### config.mk
export PLATFORM = sky130hd
export DESIGN_NAME = refclk_gate_div
export DESIGN_NICKNAME = d
export VERILOG_FILES = /design/src/rtl/refclk_gate_div.sv
export SDC_FILE = /design/constraint.sdc
export NUM_CORES = 1
export LEC_CHECK = 0
export CAP_MARGIN = 10
export CELL_PAD_IN_SITES_DETAIL_PLACEMENT = 2
export CELL_PAD_IN_SITES_GLOBAL_PLACEMENT = 2
export CORE_ASPECT_RATIO = 1.75
export CORE_MARGIN = 4
export CORE_UTILIZATION = 37
export CTS_CLUSTER_DIAMETER = 80
export CTS_CLUSTER_SIZE = 24
export DETAILED_ROUTE_END_ITERATION = 10
export PLACE_DENSITY = 0.85
export SLEW_MARGIN = 40
export SYNTH_ARGS = -nofsm -noshare
export SYNTH_HDL_FRONTEND = slang
export SYNTH_SLANG_ARGS = --single-unit
export TNS_END_PERCENT = 10
### constraint.sdc
create_clock -name I -period 2.75 [get_ports I]
set_input_delay 0.55 -clock I [delete_from_list [all_inputs] [get_ports I]]
set_output_delay 0.55 -clock I [all_outputs]
set_load 0.02 [all_outputs]
### src/rtl/refclk_gate_div.sv
// Behavioural GT refclk input buffer: synchronised glitch-free clock gate,
// even divider on the auxiliary output, and a lock indicator.
module refclk_gate_div #(
  parameter bit          REFCLK_EN_TX_PATH  = 1'b0,
  parameter bit [1:0]    REFCLK_HROW_CK_SEL = 2'b00,
  parameter int unsigned DIV_RATIO          = 4,
  parameter int unsigned CE_SYNC_STAGES     = 2,
  parameter int unsigned LOCK_CNT           = 16
) (
  input  logic I,
  input  logic RSTB,
  input  logic IB,
  input  logic CEB,
  output logic O,
  output logic ODIV2,
  output logic LOCKED
);

  localparam int unsigned HALF      = DIV_RATIO / 2;
  localparam int unsigned DIV_CNT_W = (HALF > 1) ? $clog2(HALF) : 1;
  localparam logic [DIV_CNT_W-1:0] DIV_TERM = DIV_CNT_W'(HALF - 1);
  localparam logic [15:0] LOCK_TERM = 16'(LOCK_CNT - 1);

  if ((DIV_RATIO < 2) || (DIV_RATIO > 256) || ((DIV_RATIO % 2) != 0)) begin : g_bad_div
    $error("refclk_gate_div: DIV_RATIO must be even and within 2..256");
  end
  if ((CE_SYNC_STAGES < 2) || (CE_SYNC_STAGES > 4)) begin : g_bad_sync
    $error("refclk_gate_div: CE_SYNC_STAGES must be within 2..4");
  end
  if ((LOCK_CNT < 1) || (LOCK_CNT > 65535)) begin : g_bad_lock
    $error("refclk_gate_div: LOCK_CNT must be within 1..65535");
  end

  typedef enum logic [1:0] {
    LS_IDLE  = 2'd0,
    LS_COUNT = 2'd1,
    LS_LOCK  = 2'd2
  } lock_state_e;

  logic [CE_SYNC_STAGES-1:0] ce_sync;
  logic                      ce_s;
  logic                      en_g;
  logic [DIV_CNT_W-1:0]      div_cnt;
  logic                      div_q;
  logic                      half_q;
  logic                      o_int;
  logic                      odiv_sel;
  lock_state_e               lock_state;
  logic [15:0]               lock_cnt;
  logic                      locked_q;
  logic                      unused_ib;

  assign unused_ib = IB;

  // Enable is carried in active-high form so the reset value means "gated off".
  always_ff @(posedge I or negedge RSTB) begin
    if (!RSTB) begin
      ce_sync <= '0;
    end else begin
      ce_sync <= {ce_sync[CE_SYNC_STAGES-2:0], ~CEB};
    end
  end

  assign ce_s = ce_sync[CE_SYNC_STAGES-1];

  // Updating only while I is low keeps every O high phase whole.
  always_ff @(negedge I or negedge RSTB) begin
    if (!RSTB) begin
      en_g <= 1'b0;
    end else begin
      en_g <= ce_s;
    end
  end

  assign o_int = I & en_g & ~REFCLK_EN_TX_PATH;
  assign O     = o_int;

  always_ff @(posedge I or negedge RSTB) begin
    if (!RSTB) begin
      div_cnt <= '0;
      div_q   <= 1'b0;
      half_q  <= 1'b0;
    end else if (!en_g) begin
      div_cnt <= '0;
      div_q   <= 1'b0;
      half_q  <= 1'b0;
    end else begin
      half_q <= ~half_q;
      if (div_cnt == DIV_TERM) begin
        div_cnt <= '0;
        div_q   <= ~div_q;
      end else begin
        div_cnt <= div_cnt + DIV_CNT_W'(1);
      end
    end
  end

  always_comb begin
    odiv_sel = 1'b0;
    case (REFCLK_HROW_CK_SEL)
      2'b00:   odiv_sel = o_int;
      2'b01:   odiv_sel = half_q;
      2'b10:   odiv_sel = 1'b0;
      default: odiv_sel = div_q;
    endcase
  end

  assign ODIV2 = odiv_sel & ~REFCLK_EN_TX_PATH;

  // The edge that leaves IDLE is itself the first counted gated edge.
  always_ff @(posedge I or negedge RSTB) begin
    if (!RSTB) begin
      lock_state <= LS_IDLE;
      lock_cnt   <= '0;
      locked_q   <= 1'b0;
    end else begin
      case (lock_state)
        LS_IDLE: begin
          if (en_g) begin
            if (LOCK_CNT == 1) begin
              lock_state <= LS_LOCK;
              locked_q   <= ~REFCLK_EN_TX_PATH;
            end else begin
              lock_state <= LS_COUNT;
              lock_cnt   <= 16'd1;
            end
          end
        end
        LS_COUNT: begin
          if (!en_g) begin
            lock_state <= LS_IDLE;
            lock_cnt   <= '0;
          end else if (lock_cnt == LOCK_TERM) begin
            lock_state <= LS_LOCK;
            lock_cnt   <= '0;
            locked_q   <= ~REFCLK_EN_TX_PATH;
          end else begin
            lock_cnt <= lock_cnt + 16'd1;
          end
        end
        LS_LOCK: begin
          if (!en_g) begin
            lock_state <= LS_IDLE;
            locked_q   <= 1'b0;
          end
        end
        default: begin
          lock_state <= LS_IDLE;
          lock_cnt   <= '0;
          locked_q   <= 1'b0;
        end
      endcase
    end
  end

  assign LOCKED = locked_q;

endmodule

==> flow_metrics.tcl, run 1 <==
set metrics [dict create \
    seqPwrFrac_pct 35.6 \
    hpwl_um 2892 \
    maxCapViolations 0 \
    cts_hold_buf 0 \
    report.final.slew_viol_count 0 \
    max-vdd-ir-drop_mv 0.3417 \
    drt_iter0_markers 65 \
    diodes 0 \
    final_cells 189 \
    critPathMaxFanout 2 \
    dp_cells 176 \
    drtPass1Iterations 4 \
    finClkSkew_ns 0.02520 \
    power.leakage_uw 0.0006760 \
    wire_per_inst_um 27.42 \
    p_comb_share_pct 9.4 \
    cpPeakStageDelay_ns 0.43 \
    startpoint_type "register" \
    pwr-share-clk_pct 55.0 \
    finalSetupViolCount 18 \
    syn_area_per_cell_sq_um 9.272 \
    cp.arrival_ns 2.59 \
    p_sw_share_pct 28.99 \
    synth.cell_area_sq_um 1196 \
    place_ws_ns -0.3004 \
    required_ns 2.20 \
    postSynthNetCount 134 \
    num_rows 27 \
    crit_family "flip-flops" \
    finish.instance_area_sq_um 1629 \
    worstSetupPathType "register to primary output" \
    p_per_area_nw_per_um2 673.6 \
    clk_pin_slew_ns 0.09 \
    slowest_stage "dfrtn_1" \
    synth_edf_count 0 \
    drc_errors 0 \
    synth_cells 129 \
    hold_viol_final 0 \
    yosysMostFrequentCell "dfrtp_1" \
    vias_per_cell 6.603 \
    place_area_sq_um 1340 \
    end_kind "primary output" \
    antenna_left 0 \
    fillers 332 \
    synthTopCellsByArea "dfrtp_1, a31oi_1, nand3_1" \
    grt_antenna_before_repair 0 \
    switchingPower_uw 318.1 \
    drive_above_1_share_pct 31.51 \
    vias 1248 \
    routed_wirelength_um 5182 \
    gp_congestion 0.8263 \
    die_x_um 50.98 \
    io_pins 7 \
    path_buf_inv 2 \
    area_delta_synth_final_pct 36.19 \
    synth.top_cell.area_share_pct 43.93 \
    yosysTopAreaCell "dfrtp_1" \
    async_flop_share_pct 100.0 \
    die_area_sq_um 4242 \
    ys_top_cells_by_count "dfrtp_1, a31oi_1, nand3_1, inv_1, nor4_1" \
    final_nets 152 \
    hp-class "register to register" \
    violations "negative setup slack" \
    fp.coreArea_sq_um 3142 \
    grt-ovfl-total 0 \
    crit_path_cell_trace "and2_4, clkbuf_8, buf_6" \
    yosysSeqAreaShare_pct 46.03 \
    synthFlopType "dfrtp_1" \
    die_h_um 83.22 \
    grt_pass1_vias 1467 \
    ys_ff_latch 22 \
    cts_tree "yes" \
    final_util_pct 51.85 \
    tightest_slew_ns 0.7347 \
    fin_ws_ns -0.3896 \
    rsz0062_at_grt "yes" \
    max_slew_margin_pct 51.02 \
    synth.distinct_cells 37 \
    grt_usage_pct 26.40 \
    yosys_warnings 0 \
    power.internal_uw 779.3 \
    start_util_pct 38.07 \
    clk_latency_ns 0.40 \
    grt_max_degree 22 \
    numPortBuffers 5 \
    status "finished with violations" \
    grt_pass1_wl_um 7997 \
]
## timing repair
action / in CTS / in global routing
gates resized for setup: 29 / 8
endpoints found under the setup margin: 18 / 19
pin swaps: 9 / 6
setup buffers: 1 / 0
gates cloned: 0 / 0
## layout by cell type (no fill, tap or decap), drive strengths merged, types with 2 or more instances in the layout
cell type	n
dfrtp	21
nand3	13
a31oi	13
clkbuf	12
buf	11
inv	7
nor4	7
nand2	6
nor2	6
o311a	4
nand4	4
or4	4
and3	3
a22o	3
nor3	3
clkdlybuf4s50	3
a21oi	3
or3	3
o21ai	3
and2	2
a31o	2
nor2b	2
and4	2
a21boi	2
## routing by layer
metal  GRT usage, %  share of wire [%]
met1          27.80                 36
met3          5.925                4.6
met4          22.06                4.8
met5              0                  0
met2          42.66                 55
## state kept, by name, summed over array words and instances, names as in the netlist
register,cells
lock_state,2
LOCKED,1
en_g,1
ce_sync,2
lock_cnt,16
## kinds of logic after synthesis
group / synth area share [%]
AND/OR/NAND/NOR: 27.61
AO/OA/AOI/OAI: 19.56
buffers and inverters: 5.753
flip-flops: 46.02
adder cells (fa/ha/maj): 1.046
## final timing paths
path	startpoint	end	slack, ns	cells after the start
min in group asynchronous	RSTB	lock_cnt[7]	0.64	2
worst min-delay path	ce_sync[0]	ce_sync[1]	0.37	0
worst max register to register	en_g	lock_cnt[6]	-0.35	6
worst max-delay path	en_g	ODIV2	-0.39	3
max in group asynchronous	RSTB	en_g	0.98	1
worst min register to register	ce_sync[0]	ce_sync[1]	0.37	0
## layout make-up
type                            count  area (sq um)  area share [%]
Multi-Input combinational cell     91         685.7           42.09
Sequential cell                    22         550.5           33.79
Clock buffer                       14         187.7           11.52
Timing Repair Buffer               12         125.1           7.681
Tap cell                           43         53.80           3.303
Inverter                            7         26.28           1.613
## through the flow
stage / setup TNS [ns] / power, uW / hold WS (ns)
floorplan: -0.01006 / 471.8 / 0.2544
global placement: -1.471 / 524.0 / 0.3464
detailed placement: -2.792 / 538.5 / 0.3411
CTS: -4.401 / 1103 / 0.3721
global route: -5.806 / 1138 / 0.3846
finish: -4.553 / 1097 / 0.3720
## power by group through the flow
| stage | sequential [uW] | clock (uW) | combinational [uW] |
|---|---|---|---|
| floorplan | 377 | 40.4 | 54.9 |
| global placement | 386 | 58.2 | 79.6 |
| detailed placement | 394 | 58.2 | 86.2 |
| CTS | 388 | 618 | 96.9 |
| global route | 394 | 632 | 112 |
| finish | 390 | 604 | 103 |
(Power assumes the default switching activity.)
==> inputs of run 2 (changes only) <==
CELL_PAD_IN_SITES_DETAIL_PLACEMENT = not set   (was 2)
CELL_PAD_IN_SITES_GLOBAL_PLACEMENT = not set   (was 2)
PLACE_DENSITY = 0.61   (was 0.85)
==> run 2 against run 1 <==
  * The run still ends with negative setup slack left
  * Critical path depth unchanged
  * Worst setup slack gained 0.030 ns
  * Critical path type unchanged
  * Sequential power decreased by 2%
  * Largest cell class unchanged
  * Via count fell by 8.7%
  * Highest routed layer unchanged
==> flow_metrics.tcl, run 2 (synthesized netlist as in run 1, its figures left out) <==
set metrics [dict create \
    vias 1139 \
    grt_pass1_vias 1208 \
    worstSetupPathType "register to primary output" \
    p_per_area_nw_per_um2 682.3 \
    die_x_um 50.98 \
    vias_per_cell 6.026 \
    io_pins 7 \
    die_area_sq_um 4242 \
    fp.coreArea_sq_um 3142 \
    grt_pass1_wl_um 5333 \
    place_ws_ns -0.2823 \
    required_ns 2.20 \
    slowest_stage "dfrtn_1" \
    cp.arrival_ns 2.56 \
    finClkSkew_ns 0.02655 \
    regMostFlops "lock_cnt" \
    die_h_um 83.22 \
    layout_commonest_cell "dfrtp_1" \
    cpPeakStageDelay_ns 0.41 \
    drc_errors 0 \
    power.leakage_uw 0.0006611 \
    hp-class "register to register" \
    grt_max_degree 22 \
    final_cell_mix "dfrtp_1, nand3_1, clkbuf_8" \
    numPortBuffers 5 \
    crit_path_cell_trace "and2_4, clkbuf_8, buf_6" \
    holdWs_ns 0.3625 \
    max_slew_margin_pct 62.16 \
    startpoint_type "register" \
    drtPass1Iterations 4 \
    wire_per_inst_um 17.32 \
    cts_tree "yes" \
    routed_wirelength_um 3274 \
    crit_family "flip-flops" \
    area_delta_synth_final_pct 29.08 \
    grt_usage_pct 17.55 \
    drt_iter0_markers 52 \
    end_kind "primary output" \
    path_buf_inv 2 \
    critPathMaxFanout 2 \
    gp_congestion 0.8436 \
    final_nets 152 \
    tightest_slew_ns 0.5675 \
    grt-ovfl-total 0 \
    postCtsSetupBuffers 0 \
    clk_latency_ns 0.40 \
    num_rows 27 \
    hpwl_um 2086 \
    rsz0062_at_grt "yes" \
    max-vdd-ir-drop_mv 0.3120 \
    antenna_left 0 \
    diodes 0 \
    fin_ws_ns -0.3592 \
    finalSetupViolCount 15 \
    start_util_pct 38.07 \
    reg.largest.list "lock_cnt (16), ce_sync (2), lock_state (2)" \
    largest_register_ffs 16 \
    hold_viol_final 0 \
    cts_hold_buf 0 \
    violations "negative setup slack" \
    status "finished with violations" \
    grt_antenna_before_repair 0 \
    maxCapViolations 0 \
    clk_pin_slew_ns 0.08 \
    report.final.slew_viol_count 0 \
    drive_above_1_share_pct 26.03 \
]
## run 2: cell types whose count changed in the layout (fill, tap and decap cells not counted), moves of 2 or more
cell,delta
or3_4,-2
nor4_1,+2
nor2_4,-2
or3_1,+2
buf_4,+4
buf_6,-4
## run 2: path summary, 6_finish.rpt
kind                       startpoint            to  slack, ns  cells past startpoint
setup / recovery                 en_g             O      -0.36                      3
hold / removal             ce_sync[0]    ce_sync[1]       0.36                      0
setup reg to reg                 en_g  lock_cnt[15]      -0.14                      6
hold reg to reg            ce_sync[0]    ce_sync[1]       0.36                      0
max in group asynchronous        RSTB          en_g       0.95                      1
min in group asynchronous        RSTB  lock_cnt[15]       0.66                      2
## run 2: per-stage QoR
| stage | TNS, ns | power [uW] | cell area [sq um] | util (%) | cells |
|---|---|---|---|---|---|
| 2_1_floorplan | -0.01006 | 471.8 | 1220 | - | 129 |
| 4_1_cts | -1.634 | 1074 | 1525 | 48.55 | 189 |
| 3_3_place_gp | -1.286 | 523.5 | 1348 | 42.89 | 177 |
| 5_1_grt | -2.995 | 1104 | 1544 | 49.14 | 189 |
| 6_report | -1.574 | 1053 | 1544 | 49.14 | 189 |
| 3_5_place_dp | -1.650 | 530.1 | 1348 | 42.89 | 177 |
## run 2: report_power, final
part,total (uW),internal [uW],switching [uW]
clock network,585,385,199
logic,85.2,40.8,44.4
registers,384,347,37.1
## run 2: layout make-up
cell class | instances | area (sq um)
fillers | 297 | 1598
multi-input cells | 91 | 615.6
flip-flops and latches | 22 | 550.5
clock buffers | 14 | 187.7
repair buffers | 12 | 110.1
well taps | 43 | 53.80
inverters | 7 | 26.28
## run 2: repair_timing
item | 4_1_cts | 5_1_grt
setup endpoints to repair | 17 | 18
pin swaps | 7 | 1
gates resized for setup | 16 | 4
hold endpoints to repair | 0 | 0
## run 2: per-layer routing
| layer | vias to the layer above | wire (um) | track usage [%] |
|---|---|---|---|
| li1 | 527 | - | - |
| met4 | 0 | 200 | 21.57 |
| met2 | 47 | 1681 | 25.03 |
| met1 | 548 | 1224 | 16.80 |
| met3 | 17 | 167 | 6.643 |
| met5 | - | 0 | 0 |
